`config.mk`:
```
export PLATFORM = sky130hd
export DESIGN_NAME = div_seq_param_flat
export DESIGN_NICKNAME = d
export VERILOG_FILES = /design/src/rtl/div_seq_param_pkg.sv /design/src/rtl/div_seq_param_if.sv /design/src/rtl/div_seq_param_step.sv /design/src/rtl/div_seq_param.sv /design/src/flat_wrapper.sv
export SDC_FILE = /design/constraint.sdc
export NUM_CORES = 1
export LEC_CHECK = 0
export CORE_UTILIZATION = 55
export DETAILED_ROUTE_END_ITERATION = 7
export PLACE_DENSITY = 0.81
export SETUP_SLACK_MARGIN = 0.02
export SLEW_MARGIN = 10
export SYNTH_ARGS = -nofsm -noshare
export SYNTH_HDL_FRONTEND = slang
export SYNTH_HIERARCHICAL = 1
export SYNTH_SLANG_ARGS = --single-unit
```
`constraint.sdc`:
```
create_clock -name clk -period 9.25 [get_ports clk]
set_input_delay 0.925 -clock clk [delete_from_list [all_inputs] [get_ports clk]]
set_output_delay 0.925 -clock clk [all_outputs]
set_load 0.005 [all_outputs]
```
`src/rtl/div_seq_param_pkg.sv`:
```
// Shared types and constants for the parametrised sequential divider.
package div_seq_param_pkg;

    typedef enum logic [1:0] {
        IDLE  = 2'd0,
        RUN   = 2'd1,
        FIXUP = 2'd2,
        ZERO  = 2'd3
    } state_t;

    // Quotient reported for a zero divisor is this bit replicated across the word.
    localparam logic DIV_ZERO_FILL = 1'b1;

    // Counter wide enough to hold WIDTH-1 with one spare bit.
    function automatic int cnt_width(input int width);
        return $clog2(width) + 1;
    endfunction

endpackage

```
`src/rtl/div_seq_param_if.sv`:
```
// Request/response bundle between the EX-stage controller and the divider.
interface div_seq_param_if #(
    parameter int WIDTH = 32
);
    logic             start;
    logic             signed_op;
    logic [WIDTH-1:0] srcA;
    logic [WIDTH-1:0] srcB;
    logic             busy;
    logic             done;
    logic             divZero;
    logic [WIDTH-1:0] hi;
    logic [WIDTH-1:0] lo;

    modport master (
        output start, signed_op, srcA, srcB,
        input  busy, done, divZero, hi, lo
    );

    modport slave (
        input  start, signed_op, srcA, srcB,
        output busy, done, divZero, hi, lo
    );
endinterface

```
`src/rtl/div_seq_param_step.sv`:
```
// One restoring-division iteration: shift in a dividend bit, trial-subtract the divisor.
module div_step #(
    parameter int WIDTH = 32
) (
    input  logic [WIDTH-1:0] rem,
    input  logic             num_msb,
    input  logic [WIDTH-1:0] den,
    output logic [WIDTH-1:0] rem_next,
    output logic             q_bit
);
    logic [WIDTH:0] trial;
    logic [WIDTH:0] diff;

    // One extra bit keeps the compare exact when den exceeds 2^(WIDTH-1).
    assign trial    = {rem, num_msb};
    assign diff     = trial - {1'b0, den};
    assign q_bit    = ~diff[WIDTH];
    assign rem_next = q_bit ? diff[WIDTH-1:0] : trial[WIDTH-1:0];
endmodule

```
`src/rtl/div_seq_param.sv`:
```
// Multi-cycle restoring divider with start/busy/done handshake and defined divide-by-zero.
// Signed operation is only built when DIV_SIGNED_EN is defined; otherwise all ops are unsigned.
module div_seq_param
    import div_seq_param_pkg::*;
#(
    parameter int WIDTH = 32
) (
    input  logic          clk,
    input  logic          reset,
    div_seq_param_if.slave bus
);
    localparam int             CW   = cnt_width(WIDTH);
    localparam logic [CW-1:0]  LAST = CW'(WIDTH - 1);

    state_t           state_reg, state_next;
    logic [CW-1:0]    cnt_reg;
    logic [WIDTH-1:0] rem_reg;
    logic [WIDTH-1:0] num_reg;
    logic [WIDTH-1:0] den_reg;
    logic [WIDTH-1:0] hi_reg;
    logic [WIDTH-1:0] lo_reg;
    logic             done_reg;
    logic             div_zero_reg;

    logic             accept;
    logic [WIDTH-1:0] mag_a, mag_b;
    logic [WIDTH-1:0] quo_fix, rem_fix, zero_hi;
    logic [WIDTH-1:0] step_rem;
    logic             step_q;

    // done_reg is high in IDLE for one cycle; a start then is treated as arriving with done.
    assign accept = (state_reg == IDLE) && bus.start && !done_reg;

`ifdef DIV_SIGNED_EN
    logic neg_a, neg_b;
    logic q_neg_reg, r_neg_reg;

    assign neg_a = bus.signed_op & bus.srcA[WIDTH-1];
    assign neg_b = bus.signed_op & bus.srcB[WIDTH-1];
    assign mag_a = neg_a ? -bus.srcA : bus.srcA;
    assign mag_b = neg_b ? -bus.srcB : bus.srcB;

    always_ff @(posedge clk or negedge reset) begin
        if (!reset) begin
            q_neg_reg <= 1'b0;
            r_neg_reg <= 1'b0;
        end else if (accept) begin
            q_neg_reg <= neg_a ^ neg_b;
            r_neg_reg <= neg_a;
        end
    end

    // Negating the stored magnitude again restores the raw dividend for the zero-divisor case.
    assign quo_fix = q_neg_reg ? -num_reg : num_reg;
    assign rem_fix = r_neg_reg ? -rem_reg : rem_reg;
    assign zero_hi = r_neg_reg ? -num_reg : num_reg;
`else
    logic unused_signed_op;

    assign unused_signed_op = bus.signed_op;
    assign mag_a   = bus.srcA;
    assign mag_b   = bus.srcB;
    assign quo_fix = num_reg;
    assign rem_fix = rem_reg;
    assign zero_hi = num_reg;
`endif

    div_step #(
        .WIDTH (WIDTH)
    ) u_step (
        .rem      (rem_reg),
        .num_msb  (num_reg[WIDTH-1]),
        .den      (den_reg),
        .rem_next (step_rem),
        .q_bit    (step_q)
    );

    always_ff @(posedge clk or negedge reset) begin
        if (!reset) begin
            state_reg <= IDLE;
        end else begin
            state_reg <= state_next;
        end
    end

    always_comb begin
        state_next = state_reg;
        case (state_reg)
            IDLE: begin
                if (accept) begin
                    state_next = (bus.srcB == '0) ? ZERO : RUN;
                end
            end
            RUN: begin
                if (cnt_reg == LAST) begin
                    state_next = FIXUP;
                end
            end
            FIXUP:   state_next = IDLE;
            ZERO:    state_next = IDLE;
            default: state_next = IDLE;
        endcase
    end

    // num_reg doubles as the quotient: dividend bits leave at the top, quotient bits enter below.
    always_ff @(posedge clk or negedge reset) begin
        if (!reset) begin
            cnt_reg      <= '0;
            rem_reg      <= '0;
            num_reg      <= '0;
            den_reg      <= '0;
            hi_reg       <= '0;
            lo_reg       <= '0;
            done_reg     <= 1'b0;
            div_zero_reg <= 1'b0;
        end else begin
            done_reg <= 1'b0;
            case (state_reg)
                IDLE: begin
                    if (accept) begin
                        cnt_reg      <= '0;
                        rem_reg      <= '0;
                        num_reg      <= mag_a;
                        den_reg      <= mag_b;
                        div_zero_reg <= 1'b0;
                    end
                end
                RUN: begin
                    rem_reg <= step_rem;
                    num_reg <= {num_reg[WIDTH-2:0], step_q};
                    cnt_reg <= cnt_reg + 1'b1;
                end
                FIXUP: begin
                    lo_reg   <= quo_fix;
                    hi_reg   <= rem_fix;
                    done_reg <= 1'b1;
                end
                ZERO: begin
                    lo_reg       <= {WIDTH{DIV_ZERO_FILL}};
                    hi_reg       <= zero_hi;
                    div_zero_reg <= 1'b1;
                    done_reg     <= 1'b1;
                end
                default: ;
            endcase
        end
    end

    assign bus.busy    = (state_reg != IDLE);
    assign bus.done    = done_reg;
    assign bus.divZero = div_zero_reg;
    assign bus.hi      = hi_reg;
    assign bus.lo      = lo_reg;

endmodule
```
`src/flat_wrapper.sv`:
```
// flat-port wrapper written by rule: the top's interface ports become plain ports
module div_seq_param_flat import div_seq_param_pkg::*;
#(
    parameter int WIDTH = 32
)
  (clk, reset, bus_start, bus_signed_op, bus_srcA, bus_srcB, bus_busy, bus_done, bus_divZero, bus_hi, bus_lo);
  div_seq_param_if #(.WIDTH(WIDTH)) bus_i ();
  input  logic clk;
  input  logic reset;
  input wire logic [$bits(bus_i.start)-1:0] bus_start;
  input wire logic [$bits(bus_i.signed_op)-1:0] bus_signed_op;
  input wire logic [$bits(bus_i.srcA)-1:0] bus_srcA;
  input wire logic [$bits(bus_i.srcB)-1:0] bus_srcB;
  output wire logic [$bits(bus_i.busy)-1:0] bus_busy;
  output wire logic [$bits(bus_i.done)-1:0] bus_done;
  output wire logic [$bits(bus_i.divZero)-1:0] bus_divZero;
  output wire logic [$bits(bus_i.hi)-1:0] bus_hi;
  output wire logic [$bits(bus_i.lo)-1:0] bus_lo;
  assign bus_i.start = bus_start;
  assign bus_i.signed_op = bus_signed_op;
  assign bus_i.srcA = bus_srcA;
  assign bus_i.srcB = bus_srcB;
  assign bus_busy = bus_i.busy;
  assign bus_done = bus_i.done;
  assign bus_divZero = bus_i.divZero;
  assign bus_hi = bus_i.hi;
  assign bus_lo = bus_i.lo;
  div_seq_param #(.WIDTH(WIDTH)) u_core (.clk(clk), .reset(reset), .bus(bus_i));
endmodule
```
==> flow_summary.json, run 1 <==
{
  "pwr-share-comb_pct": 57.3,
  "dr_total_vias": 7580,
  "die_y_um": 131,
  "grt_pass1_vias": 7237,
  "groute.usage.overall_pct": 27.2,
  "setup_viol": 0,
  "ys.flop_type": "dfrtp_1",
  "syn_area_per_cell_um2": 9.36,
  "yosys_register_bits": 170,
  "io_buffers": 133,
  "cts.hold.buffers_added": 0,
  "crit_path_start_kind": "flop",
  "coreArea_um2": 16100,
  "hold_class": "flop to flop",
  "ant_nets": 0,
  "netSwitchingFraction_pct": 41.8,
  "outcome": "finished clean",
  "syn_area_um2": 9220,
  "p_per_area_nw_per_um2": 446,
  "ios": 135,
  "synth_area_leader_cell": "dfrtp_1",
  "clock_skew_ns": 0.00489,
  "cts_tree": "built",
  "path_max_fanout": 24,
  "clock_latency_ns": 0.44,
  "cts.clk_slew.worst_paths_ns": 0.06,
  "end_kind": "flop",
  "yosysMostFrequentCell": "nand2_1",
  "p_int_uw": 2890,
  "gp_congestion": 0.901,
  "holdPathStages": 2,
  "hold_end": "u_core/den_reg[30]",
  "post_cts_resized": 0,
  "setup-tns-final_ns": 0,
  "grt_max_degree": 115,
  "dieArea_um2": 17300,
  "post_drt_via_cell_ratio": 5.76,
  "min_from": "u_core/den_reg[30]",
  "rsz0062_at_grt": "false",
  "fin_crit_sh_pct": 42.5,
  "power_frac_clock_pct": 15.3,
  "core.rowCount": 46,
  "wl_per_cell_um": 17.0,
  "cts_root_buf": "clkbuf_16",
  "synthTopCellsByCount": "187 x nand2_1, 170 x dfrtp_1, 106 x nor2_1",
  "grt_overflow_total": 0,
  "leakagePower_uw": 0.00518,
  "cap_violations": 0,
  "start_util_pct": 57.2,
  "syn_to_final_growth_pct": 21.0,
  "drive_above_1_share_pct": 7.64,
  "final.min_clock_period_ns": 3.93,
  "initialDrtViolationCount": 652,
  "total_power_uw": 4970,
  "clock-sinks": 170,
  "rr_endpoint": "u_core/rem_fix[19]",
  "ir_drop_mv": 0.235,
  "cts-htree-levels": 4,
  "nets": 1189,
  "p_switching_uw": 2080,
  "async_flop_share_pct": 100,
  "required_ns": 9.58,
  "synth_seq_area_share_pct": 46.2,
  "yosysUniqueCellTypes": 69,
  "dr.pass1.iters": 5,
  "post_cts_buffers": 0,
  "diodes": 0,
  "drc_errors": 0,
  "r2r-start": "u_core/num_reg[31]",
  "reg2reg_slack_ns": 5.32,
  "synth_edf_count": 0,
  "drv_slew": 0,
  "p_seq_share_pct": 27.5,
  "dpl.hpwl_um": 15100,
  "yosysWarnings": 6,
  "worstPathArrival_ns": 4.26,
  "numCtsBuffers": 17,
  "routed_wl_um": 22300,
  "hold_viol": 0,
  "grt_pass1_wl_um": 37600,
  "antenna_found_initial": 0,
  "reg2reg_depth": 15,
  "worstSetupPathType": "flop to flop",
  "max-slew-margin-rel_pct": 32.1,
  "ys_top_cells_by_area": "dfrtp_1 46%, nand2_1 7.6%, ha_1 4.5%, nor2_1 4.3%, mux2i_1 3.6%",
  "worstMarginPinSlew_ns": 1.02,
  "timing.fmax_mhz": 254,
  "cts.path.max_buffers": 2,
  "die_w_um": 131,
  "synth_fp_nets": 1087,
  "synthesis.instances": 985,
  "netlist.area_leader.share_pct": 46.2
}
-- power groups by stage --
stage | registers (µW) | logic, µW | clock network [µW]
2_1_floorplan | 1270 | 2340 | 0
4_1_cts | 1360 | 2830 | 769
3_3_place_gp | 1350 | 2720 | 0
5_1_grt | 1410 | 3180 | 799
3_5_place_dp | 1370 | 2800 | 0
6_report | 1370 | 2850 | 759
-- placed cells by master (no fill, tap or decap), types with 3 or more instances in the layout --
master	instances
mux2i_1	33
dfrtp_1	168
a21oi_1	56
clkbuf_16	17
clkdlybuf4s50_1	132
a31oi_1	7
o22a_1	32
xor2_1	14
mux2_2	4
a21o_1	17
nor3_1	7
o21ai_0	26
o21bai_1	4
nor2_1	106
nand2_1	187
or3_1	3
nand4_1	6
nand3_1	51
o22ai_1	31
nand2b_1	3
ha_1	33
xnor2_1	13
nor4_1	9
bufinv_16	4
clkinvlp_4	3
mux2_4	19
and3_1	4
o2111ai_1	4
o21a_1	7
o31ai_1	4
inv_8	3
buf_4	8
inv_1	34
-- final cells by class --
| type | instances | area [µm²] |
|---|---|---|
| clock buffers | 18 | 429 |
| clock inverters | 13 | 193 |
| fillers | 1241 | 4960 |
| inverters | 35 | 139 |
| multi-input cells | 722 | 4470 |
| flip-flops and latches | 170 | 4260 |
| well taps | 216 | 270 |
| repair buffers | 141 | 1390 |
-- stage by stage --
step / setup WS, ns / std cells / utilization (%) / hold WS, ns / instance area (µm²)
after floorplan: 5.89 / 985 / - / 0.444 / 9220
after global placement: 5.43 / 1284 / 65.4 / 0.457 / 10500
after detailed placement: 5.37 / 1284 / 65.4 / 0.463 / 10500
after CTS: 5.34 / 1315 / 69.2 / 0.479 / 11200
after global routing: 5.13 / 1315 / 69.2 / 0.502 / 11200
final: 5.32 / 1315 / 69.2 / 0.476 / 11200
-- worst max-delay path by stage --
| stage | from | endpoint | slack (ns) | cells after the start |
|---|---|---|---|---|
| global placement | u_core/num_reg[31] | u_core/rem_fix[23] | 5.43 | 15 |
| detailed placement | u_core/num_reg[31] | u_core/rem_fix[8] | 5.37 | 15 |
| global route | u_core/num_reg[31] | u_core/rem_fix[21] | 5.13 | 15 |
| floorplan | u_core/num_reg[31] | u_core/rem_fix[10] | 5.89 | 17 |
| CTS | u_core/num_reg[31] | u_core/rem_fix[8] | 5.34 | 15 |
| finish | u_core/num_reg[31] | u_core/rem_fix[19] | 5.32 | 15 |
-- worst max-delay path: stages, from the launching register on --
cell and delay (ns):
dfrtp_1 0.52, inv_1 0.09, ha_1 0.24, fa_1 0.40, and2b_2 0.25, o2111ai_2 0.13, a21oi_2 0.23, o2111ai_1 0.25
a211oi_2 0.34, nor2_4 0.10, mux2i_4 0.36, and2_4 0.32, inv_8 0.13, mux2_4 0.32, nand2_1 0.07, nand2_1 0.05
-- metal layers --
metal / vias to the layer above / global-route usage (%) / wire length [µm]
li1: 3650 / - / -
met1: 3635 / 40.7 / 10800
met2: 264 / 39.7 / 9870
met3: 31 / 5.09 / 1250
met4: 0 / 8.40 / 405
met5: - / 0 / 0
-- cells by family (layout without fill, tap and decap cells) --
family,count (synthesis),count (layout),synth area share (%)
multiplexers,57,57,7.41
buffers and inverters,93,207,5.40
adder cells (fa/ha/maj),34,34,4.70
AO/OA/AOI/OAI,207,207,15.0
AND/OR/NAND/NOR,397,397,18.8
XOR/XNOR,27,27,2.57
flip-flops,170,170,46.2
Note: power is estimated with default switching activity, not from simulation.
==> run 2: changes to the inputs <==
CORE_UTILIZATION = 50   (was 55)
PLACE_DENSITY = 0.77   (was 0.81)
clock period = 3.5 ns   (was 9.25 ns; I/O delays follow)
==> flow_summary.json, run 2 (synthesis gave the netlist of run 1 again) <==
{
  "die_y_um": 138,
  "timing.fmax_mhz": 298,
  "reg2reg_slack_ns": 0.15,
  "worstPathArrival_ns": 3.68,
  "stdcell_count": 1339,
  "worstMarginPinSlew_ns": 0.869,
  "max-slew-margin-rel_pct": 41.8,
  "p_per_area_nw_per_um2": 1180,
  "multiInputGateArea_um2": 4480,
  "ir_drop_mv": 0.558,
  "cts.clk_slew.worst_paths_ns": 0.07,
  "fillers": 1510,
  "holdPathStages": 3,
  "dpl.hpwl_um": 16000,
  "grt_max_degree": 84,
  "rr_endpoint": "u_core/rem_fix[17]",
  "gp_congestion": 0.926,
  "grt_pass1_vias": 7126,
  "nets": 1199,
  "coreArea_um2": 18000,
  "min_from": "bus_srcB[10]",
  "die_w_um": 138,
  "final_common_cell": "nand2_1",
  "hold_viol": 0,
  "cts.path.max_buffers": 2,
  "clock_skew_ns": 0.00775,
  "path_cells": "inv_1 > ha_1 > fa_1 > and2b_2 > o2111ai_2 > a21oi_2 > o2111ai_2 > a211oi_2 > nor2_4 > mux2i_4 > and2_4 > inv_6 > mux2_4 > nand2_1 > nand2_1",
  "reg2reg_depth": 15,
  "drive_above_1_share_pct": 8.65,
  "cts_tree": "built",
  "dr_total_vias": 7702,
  "crit_path_start_kind": "flop",
  "core.rowCount": 49,
  "hold_end": "u_core/den_reg[10]",
  "r2r-start": "u_core/num_reg[31]",
  "io_buffers": 133,
  "clock_latency_ns": 0.44,
  "ant_nets": 0,
  "grt_pass1_wl_um": 36500,
  "start_util_pct": 51.1,
  "grt_overflow_total": 0,
  "outcome": "finished clean",
  "drc_errors": 0,
  "fin_crit_sh_pct": 95.8,
  "wl_per_cell_um": 17.3,
  "cts_root_buf": "clkbuf_16",
  "cap_violations": 0,
  "dr.pass1.iters": 5,
  "worstSetupPathType": "flop to flop",
  "crit_slowest_cell": "fa_1",
  "clock-sinks": 170,
  "required_ns": 3.83,
  "syn_to_final_growth_pct": 22.0,
  "path_max_fanout": 12,
  "cts-htree-levels": 4,
  "routed_wl_um": 23200,
  "end_kind": "flop",
  "antenna_found_initial": 0,
  "dp.cells": 1305,
  "diodes": 0,
  "max_stage_delay_ns": 0.42,
  "groute.usage.overall_pct": 25.1,
  "layout_common_cells": "187 x nand2_1, 168 x dfrtp_1, 132 x clkdlybuf4s50_1, 106 x nor2_1, 56 x a21oi_1",
  "setup_viol": 0,
  "final.min_clock_period_ns": 3.35,
  "drv_slew": 0,
  "rsz0062_at_grt": "false",
  "initialDrtViolationCount": 682,
  "register_area_um2": 4260,
  "post_cts_buffers": 0,
  "dieArea_um2": 19000,
  "leakagePower_uw": 0.00523,
  "setup-tns-final_ns": 0,
  "post_drt_via_cell_ratio": 5.75,
  "hold_class": "input pin to flop",
  "numCtsBuffers": 17,
  "ios": 135
}
[run 2: changes by cell type in the layout (fill, tap and decap cells not counted), sizes merged]
| cell | previous run | this run |
|---|---|---|
| buf | 9 | 17 |
| inv | 38 | 44 |
| bufinv | 4 | 1 |
| clkinvlp | 3 | 1 |
| clkinv | 3 | 4 |
| dlygate4sd3 | 0 | 1 |
[run 2: worst max path at each step]
stage	start	end
after detailed placement	u_core/num_reg[31]	u_core/rem_fix[4]
after global routing	u_core/num_reg[31]	u_core/rem_fix[28]
after global placement	u_core/num_reg[31]	u_core/rem_fix[4]
after floorplan	u_core/num_reg[31]	u_core/rem_fix[16]
final	u_core/num_reg[31]	u_core/rem_fix[17]
after CTS	u_core/num_reg[31]	u_core/rem_fix[4]
[run 2: power by group]
part           total [µW]  leakage (µW)  switching [µW]  internal [µW]
Combinational        7760       0.00296            4040           3730
Clock                1910      0.000293             873           1030
Sequential           3650       0.00198             828           2820
Total               13300       0.00523            5740           7580
[run 2: critical path, delay by kind of cell (launching register included)]
family                   cells  cell delay (ns)
AO/OA/AOI/OAI                4             0.84
multiplexers                 2             0.51
adder cells (fa/ha/maj)      2             0.64
flip-flops                   1             0.36
AND/OR/NAND/NOR              5             0.67
buffers and inverters        2             0.21
[run 2: cell type report]
| class | instances | share of cell area (%) |
|---|---|---|
| sequential | 170 | 37.9 |
| multi-input combinational | 722 | 39.8 |
| inverter | 35 | 1.28 |
| timing repair inverter | 1 | 0.0779 |
| clock inverter | 14 | 1.39 |
| tap | 229 | 2.55 |
| timing repair buffer | 150 | 13.1 |
| clock buffer | 18 | 3.90 |
[run 2: per-stage QoR]
stage	power (µW)	utilization [%]	cell area (µm²)	setup slack (ns)	hold WS (ns)
after floorplan	9550	-	9220	0.145	0.0544
after global placement	10900	58.9	10600	0.132	0.459
after detailed placement	11200	58.9	10600	0.0728	0.449
after CTS	13200	62.3	11200	0.0540	0.446
after global routing	14300	62.4	11200	0.0277	0.462
final	13300	62.4	11200	0.147	0.461
[run 2: per-layer routing]
| layer | routed length, µm | up-vias | global-route usage, % | part of all wire (%) |
|---|---|---|---|---|
| li1 | - | 3663 | - | - |
| met3 | 1480 | 36 | 4.71 | 6.4 |
| met4 | 327 | 0 | 6.94 | 1.4 |
| met1 | 11100 | 3720 | 37.1 | 48 |
| met2 | 10200 | 283 | 37.5 | 44 |
| met5 | 0 | - | 0 | 0 |
[run 2: repair_timing]
| action | 4_1_cts | 5_1_grt |
|---|---|---|
| hold buffers | 1 | 0 |
| gates resized for setup | 0 | 2 |
| endpoints found under the hold margin | 80 | 0 |
| setup endpoints to repair | 0 | 23 |
